`src/rtl/counter_ctrl_pkg.sv`:
```
// counter_ctrl_pkg: shared FSM state encoding and default counter width for counter_share_ctrl
package counter_ctrl_pkg;
  localparam int WIDTH_DEF = 4;
  typedef enum logic [1:0] {IDLE, CLR, RUN, DONE} state_t;
endpackage

```
`src/rtl/rr_arb2.sv`:
```
// rr_arb2: combinational 2-way round-robin arbiter; req[1:0], last (index last served) -> one-hot win[1:0]
module rr_arb2 (
  input  logic [1:0] req,
  input  logic       last,
  output logic [1:0] win
);
  always_comb win = (req == 2'b11) ? (last ? 2'b01 : 2'b10) : req;
endmodule

```
`src/rtl/counter_share_ctrl.sv`:
```
// counter_share_ctrl: arbitrates two requesters for an external counter; in clk/clear_n(clear)/req/len0/len1/hold/cnt_q, out cnt_clear/cnt_enable/gnt/done/busy
module counter_share_ctrl
  import counter_ctrl_pkg::*;
#(
  parameter int WIDTH = WIDTH_DEF
) (
  input  logic             clk,
  input  logic             clear,
  input  logic [1:0]       req,
  input  logic [WIDTH-1:0] len0,
  input  logic [WIDTH-1:0] len1,
  input  logic             hold,
  input  logic [WIDTH-1:0] cnt_q,
  output logic             cnt_clear,
  output logic             cnt_enable,
  output logic [1:0]       gnt,
  output logic [1:0]       done,
  output logic             busy
);
  state_t           state_q, state_d;
  logic             win_q, win_d, last_q, last_d;
  logic [WIDTH-1:0] len_q, len_d;
  logic [1:0]       win;
  rr_arb2 u_arb (.req(req), .last(last_q), .win(win));
  always_comb begin
    state_d = state_q;
    win_d   = win_q;
    len_d   = len_q;
    last_d  = last_q;
    unique case (state_q)
      IDLE: if (req != 2'b00) begin
        state_d = CLR;
        win_d   = (win == 2'b10);
        len_d   = (win == 2'b10) ? len1 : len0;
      end
      CLR:  state_d = (len_q != '0) ? RUN : DONE;
      RUN:  state_d = (cnt_q >= len_q) ? DONE : RUN;
      DONE: begin
        state_d = IDLE;
        last_d  = win_q;
      end
      default: state_d = IDLE;
    endcase
  end
  always_comb begin
    busy       = (state_q != IDLE);
    gnt        = (clear && busy) ? (win_q ? 2'b10 : 2'b01) : 2'b00;
    done       = (state_q == DONE) ? gnt : 2'b00;
    cnt_clear  = clear && (state_q != CLR);
    cnt_enable = clear && (state_q == RUN) && !hold && (cnt_q < len_q);
  end
  always_ff @(posedge clk) begin
    if (!clear) begin
      state_q <= IDLE;
      win_q   <= 1'b0;
      len_q   <= '0;
      last_q  <= 1'b1;
    end else begin
      state_q <= state_d;
      win_q   <= win_d;
      len_q   <= len_d;
      last_q  <= last_d;
    end
  end
endmodule

```
`config.mk`:
```
export PLATFORM = sky130hd
export DESIGN_NAME = counter_share_ctrl
export DESIGN_NICKNAME = d
export VERILOG_FILES = /design/src/rtl/counter_ctrl_pkg.sv /design/src/rtl/rr_arb2.sv /design/src/rtl/counter_share_ctrl.sv
export SDC_FILE = /design/constraint.sdc
export NUM_CORES = 1
export LEC_CHECK = 0
export ABC_CLOCK_PERIOD_IN_PS = 1890
export CAP_MARGIN = 20
export CORE_UTILIZATION = 40
export DETAILED_ROUTE_END_ITERATION = 8
export GPL_ROUTABILITY_DRIVEN = 0
export PLACE_DENSITY = 0.8
export RECOVER_POWER = 50
export SYNTH_ARGS = -nofsm -noshare
export SYNTH_HDL_FRONTEND = slang
export SYNTH_SLANG_ARGS = --single-unit
```
`constraint.sdc`:
```
create_clock -name clk -period 1.89 [get_ports clk]
set_input_delay 0.378 -clock clk [delete_from_list [all_inputs] [get_ports clk]]
set_output_delay 0.378 -clock clk [all_outputs]
set_load 0.05 [all_outputs]
```
==> impl_metrics.env, run 1 <==
export IMPL_status="finished, violations left"
export IMPL_violations="setup timing"
export IMPL_dieArea_sq_um=1530
export IMPL_routed_via_count=562
export IMPL_num_antenna_cells=0
export IMPL_cp_required_ns=1.51
export IMPL_slew_headroom_pct=61.9
export IMPL_clock_path_buffers=2
export IMPL_rsz0062_at_grt="true"
export IMPL_yosys_area_top_type="dfxtp_1"
export IMPL_track_usage_pct=20.1
export IMPL_initialDrtViolationCount=7
export IMPL_drt_total_wl_um=1350
export IMPL_num_rows=13
export IMPL_synth_seq_area_share_pct=29.0
export IMPL_globalRoute_totalOverflow=0
export IMPL_die_w_um=39.1
export IMPL_cts_htree_levels=1
export IMPL_grt_pass1_wl_um=2080
export IMPL_io_buffer_count=23
export IMPL_dp_cells=105
export IMPL_io_pins=24
export IMPL_syn_inst=66
export IMPL_synth_cell_types=23
export IMPL_clk_latency_ns=0.25
export IMPL_synth_area_top_cells="dfxtp_1, ha_1, mux2i_1"
export IMPL_clk_pin_slew_ns=0.06
export IMPL_p_total_mw=1.10
export IMPL_irDropWorstVdd_mv=0.580
export IMPL_start_util_pct=42.9
export IMPL_hpwlAfterDp_um=1020
export IMPL_syn_nets=91
export IMPL_tightest_slew_ns=0.570
export IMPL_critPathLaunchType="flip-flop"
export IMPL_synth_area_sq_um=552
export IMPL_tritoncts="yes"
export IMPL_place_area_sq_um=917
export IMPL_nets=120
export IMPL_hold_path_class="flip-flop to flip-flop"
export IMPL_antenna_left=0
export IMPL_synth_top_area_share_pct=29.0
export IMPL_grt_pass1_vias=533
export IMPL_yosysWarnings=0
export IMPL_crit_fanout=3
export IMPL_p_per_area_nw_per_um2=1150
export IMPL_synth_area_per_cell_sq_um=8.36
export IMPL_wl_per_cell_um=12.5
export IMPL_worst_setup_path_end_kind="output pin"
export IMPL_hold_violations=0
export IMPL_cts_sinks=8
export IMPL_maxSlewViolCount=0
export IMPL_layout_drive_gt1_share_pct=30.1
export IMPL_drc_errors=0
export IMPL_synth_seq_cells=8
export IMPL_root_buffer="clkbuf_4"
export IMPL_finalSetupViolCount=3
export IMPL_area_growth_pct=73.7
export IMPL_fin_skew_ns=0.00692
export IMPL_die_y_um=39.1
export IMPL_dr_pass1_iters=4
export IMPL_cts_hold_buf=0
export IMPL_numCtsBuffers=3
export IMPL_p_leak_nw=0.401
export IMPL_worstPathArrival_ns=1.60
export IMPL_grt_start_max_net_pins=10
export IMPL_stdcell_area_sq_um=958
export IMPL_fin_ws_ns=-0.0908
export IMPL_core_area_sq_um=1280
export IMPL_fmax_mhz=505
export IMPL_routed_via_density=5.20
export IMPL_grt_antenna_before_repair=0
export IMPL_path_class="flip-flop to output pin"
export IMPL_finalNonFillerCells=108
export IMPL_timing_final_crit_share_pct=105
export IMPL_period_minus_slack_ns=1.98
export IMPL_max_cap_viol_count=0
-- logic make-up after synthesis --
group                      after synthesis  share of synthesized area, %
AOI/OAI and AO/OA                       17                          18.1
adders and majority gates                8                          18.1
buffers and inverters                    9                          6.12
DFF                                      8                          29.0
muxes                                    5                          9.07
and+or+nand+nor                         19                          19.5
-- metal layers --
layer,vias to the layer above,track usage [%],wire length (um)
li1,285,-,-
met1,263,22.6,605
met2,12,35.4,712
met3,2,2.31,24
met4,0,12.1,6
met5,-,0,0
-- state kept, by name, summed over array words and instances (netlist names) --
name	cells
last_q	1
len_q	4
state_q	2
win_q	1
-- report_power, final --
part / switching, mW / leakage, nW / internal (mW)
combinational: 0.374 / 0.321 / 0.316
sequential: 0.0511 / 0.0669 / 0.228
clock: 0.0601 / 0.0138 / 0.0728
total: 0.486 / 0.401 / 0.618
-- through the flow --
step / hold slack, ns / TNS, ns / setup slack [ns] / util [%]
6_report: 0.495 / -0.180 / -0.0908 / 74.6
2_1_floorplan: 0.468 / -0.174 / -0.174 / -
5_1_grt: 0.523 / -0.421 / -0.194 / 74.6
3_5_place_dp: 0.515 / -0.423 / -0.423 / 71.4
4_1_cts: 0.524 / -0.0918 / -0.0918 / 75.0
3_3_place_gp: 0.490 / -0.402 / -0.402 / 71.4
-- worst paths after layout --
path,startpoint,end,slack (ns),cells past startpoint
worst min-delay path,last_q,last_q,0.50,2
worst max-delay path,len_q[1],cnt_enable,-0.09,7
worst min register to register,last_q,last_q,0.50,2
worst max register to register,state_q[0],state_q[0],0.36,6
-- synthesized netlist by cell type --
cell type	number
a21oi_1	8
o211ai_1	1
or3_4	1
nand4_1	1
nor4_1	1
o21ai_0	5
dfxtp_1	8
nand3_1	1
a31o_2	1
nor2b_1	5
and3_2	1
mux2i_1	5
inv_2	1
inv_1	7
nand2_1	4
clkbuf_1	1
nor2_1	2
and2_1	1
o21a_1	1
a21boi_2	1
nand2b_1	1
ha_1	8
nor3_1	1
-- worst max-delay path, cell delays in order (launching register included) --
cell and delay, ns:
dfxtp_2 0.34, inv_2 0.04, ha_4 0.20, nor2b_1 0.12, o211ai_1 0.18, nand2_1 0.13, nor3_4 0.17, buf_12 0.16
-- area by class of cell --
type / count / area [sq um]
multi-input combinational: 49 / 410
fill: 104 / 327
timing repair buffer: 25 / 312
sequential: 8 / 163
inverter: 8 / 32.5
clock buffer: 3 / 22.5
tap: 15 / 18.8
-- cell usage in the layout (no fill, tap or decap), types with 2 or more instances in the layout --
cell type and instances:
dfxtp_2 2, o21ai_0 5, buf_12 7, mux2i_1 5, nand2_1 3, clkbuf_4 3
buf_4 2, ha_1 5, dlygate4sd2_1 3, nor2b_1 5, dfxtp_1 6, dlygate4sd3_1 2
inv_1 6, ha_4 2, clkdlybuf4s50_1 10, a21oi_1 7
-- what timing repair did --
action                                  CTS  global route
setup buffers                             0             0
cloned                                    0             0
hold endpoints to repair                  0             0
endpoints found under the setup margin    4             2
pin swaps                                 5             1
resized for setup                        14             2
Power figures use the tool's default switching activity.
==> run 2, diff against run 1 <==
--- a/config.mk
+++ b/config.mk
@@ -10,6 +10,7 @@
 export CORE_UTILIZATION = 40
 export DETAILED_ROUTE_END_ITERATION = 8
 export GPL_ROUTABILITY_DRIVEN = 0
+export GPL_TIMING_DRIVEN = 0
 export PLACE_DENSITY = 0.8
 export RECOVER_POWER = 50
 export SYNTH_ARGS = -nofsm -noshare
==> run 2 against run 1 <==
The flow still finishes with violations (setup timing). Clock power barely moved. Via count did not move. Setup slack improved by 0.028 ns. Critical endpoint unchanged. Combinational power fell by 13%. Sequential share of layout area rose by 1.1 points.
==> impl_metrics.env, run 2 (synthesis gave the netlist of run 1 again) <==
export IMPL_die_y_um=39.1
export IMPL_crit_fanout=2
export IMPL_io_pins=24
export IMPL_start_util_pct=42.9
export IMPL_period_minus_slack_ns=1.95
export IMPL_violations="setup timing"
export IMPL_routed_via_density=5.11
export IMPL_rsz0062_at_grt="true"
export IMPL_largest_reg_flops=4
export IMPL_most_common_layout_cells="clkdlybuf4s50_1, inv_1, a21oi_1"
export IMPL_dp_cells=104
export IMPL_die_w_um=39.1
export IMPL_cts_htree_levels=1
export IMPL_path_buf_inv=2
export IMPL_crit_chain="inv_2 > ha_4 > nor2b_4 > o211ai_1 > nand2_1 > nor3_4 > buf_6"
export IMPL_r2r_cells=8
export IMPL_fin_skew_ns=0.00597
export IMPL_hpwlAfterDp_um=947
export IMPL_globalRoute_totalOverflow=0
export IMPL_setup_tns_ns=-0.0826
export IMPL_area_growth_pct=64.2
export IMPL_num_rows=13
export IMPL_cpMaxStageDelayCell="dfxtp_2"
export IMPL_drt_total_wl_um=1210
export IMPL_p_per_area_nw_per_um2=1120
export IMPL_hold_violations=0
export IMPL_numCtsBuffers=3
export IMPL_clk_pin_slew_ns=0.06
export IMPL_track_usage_pct=19.4
export IMPL_finalSetupViolCount=2
export IMPL_critPathMaxStageDelay_ns=0.33
export IMPL_num_antenna_cells=0
export IMPL_layout_drive_gt1_share_pct=33.7
export IMPL_hold_depth=2
export IMPL_core_area_sq_um=1280
export IMPL_cts_sinks=8
export IMPL_cp_required_ns=1.51
export IMPL_largest_registers="len_q x4, state_q x2"
export IMPL_fmax_mhz=512
export IMPL_status="finished, violations left"
export IMPL_cp_top_family="simple AND/OR/NAND/NOR gates"
export IMPL_max_cap_viol_count=0
export IMPL_holdWs_ns=0.523
export IMPL_grt_antenna_before_repair=0
export IMPL_fillers=108
export IMPL_io_buffer_count=23
export IMPL_largest_register="len_q"
export IMPL_layout_cells_most_common="clkdlybuf4s50_1"
export IMPL_grt_pass1_vias=497
export IMPL_clock_path_buffers=2
export IMPL_irDropWorstVdd_mv=0.572
export IMPL_grt_pass1_wl_um=1930
export IMPL_dr_pass1_iters=2
export IMPL_path_class="flip-flop to output pin"
export IMPL_root_buffer="clkbuf_4"
export IMPL_antenna_left=0
export IMPL_maxSlewViolCount=0
export IMPL_critPathLaunchType="flip-flop"
export IMPL_tightest_slew_ns=0.556
export IMPL_worstPathArrival_ns=1.58
export IMPL_fin_ws_ns=-0.0630
export IMPL_clk_latency_ns=0.25
export IMPL_worst_setup_path_end_kind="output pin"
export IMPL_multi_input_area_sq_um=418
export IMPL_drc_errors=0
export IMPL_layout_area_seq_sq_um=164
export IMPL_dieArea_sq_um=1530
export IMPL_nets=122
export IMPL_crit_cells=7
export IMPL_finalNonFillerCells=110
export IMPL_p_leak_nw=0.396
export IMPL_hold_path_class="flip-flop to flip-flop"
export IMPL_grt_start_max_net_pins=11
export IMPL_routed_via_count=562
export IMPL_wl_per_cell_um=11.0
export IMPL_slew_headroom_pct=62.9
export IMPL_initialDrtViolationCount=10
export IMPL_tritoncts="yes"
export IMPL_timing_final_crit_share_pct=103
-- run 2: cell count changes in the layout (fill, tap and decap cells not counted), moves of 2 or more --
cell and delta:
buf_4 +2, clkdlybuf4s15_2 +2, buf_12 -7, buf_6 +3, clkbuf_4 +2
-- run 2: final timing paths --
| path | startpoint | to | slack, ns |
|---|---|---|---|
| setup / recovery | len_q[1] | cnt_enable | -0.06 |
| hold / removal | last_q | last_q | 0.52 |
| setup reg to reg | len_q[1] | state_q[0] | 0.38 |
| hold reg to reg | last_q | last_q | 0.52 |
-- run 2: worst reg2reg max path, stage by stage, from the launching register on --
cell	delay [ns]
dfxtp_2	0.33
inv_2	0.04
ha_4	0.25
nor2b_4	0.12
o211ai_1	0.12
buf_4	0.15
buf_4	0.12
a31o_2	0.20
a21oi_1	0.13
-- run 2: what timing repair did --
item                                    CTS  global route
resized for setup                        50            11
endpoints found under the setup margin    7             6
buffers inserted                          2             1
pin swaps                                 5             2
hold buffers                              0             0
-- run 2: per-stage QoR --
step	cell area (sq um)	util [%]	worst slack (ns)	total power, mW
3_5_place_dp	836	65.0	-1.04	0.824
3_3_place_gp	836	65.0	-1.03	0.808
2_1_floorplan	587	-	-0.174	0.662
4_1_cts	876	68.2	-0.0628	0.982
6_report	906	70.5	-0.0630	1.01
5_1_grt	906	70.5	-0.181	1.11
-- run 2: power breakdown --
part | internal (mW) | switching (mW) | total [mW]
Clock | 0.0726 | 0.0573 | 0.130
Combinational | 0.259 | 0.343 | 0.602
Sequential | 0.231 | 0.0484 | 0.279
Total | 0.562 | 0.449 | 1.01
-- run 2: metal layers --
| metal | global-route usage [%] | vias up | part of all wire, % |
|---|---|---|---|
| met4 | 5.17 | 0 | 0.99 |
| li1 | - | 288 | - |
| met2 | 30.8 | 13 | 51 |
| met5 | 0 | - | 0 |
| met3 | 8.67 | 4 | 4.0 |
| met1 | 23.4 | 257 | 44 |
-- run 2: layout make-up --
cell class	instances	share of cell area [%]
Multi-Input combinational cell	49	46.1
Timing Repair Buffer	26	27.1
Inverter	8	3.31
Sequential cell	8	18.1
Buffer	1	0.829
Tap cell	15	2.07
Clock buffer	3	2.49
==> run 3, diff against run 2 <==
--- a/config.mk
+++ b/config.mk
@@ -16,3 +16,4 @@
 export SYNTH_ARGS = -nofsm -noshare
 export SYNTH_HDL_FRONTEND = slang
 export SYNTH_SLANG_ARGS = --single-unit
+export TNS_END_PERCENT = 100
==> results of run 3 <==
Same layout as run 2: the final DEF is identical, and so are final timing and power.
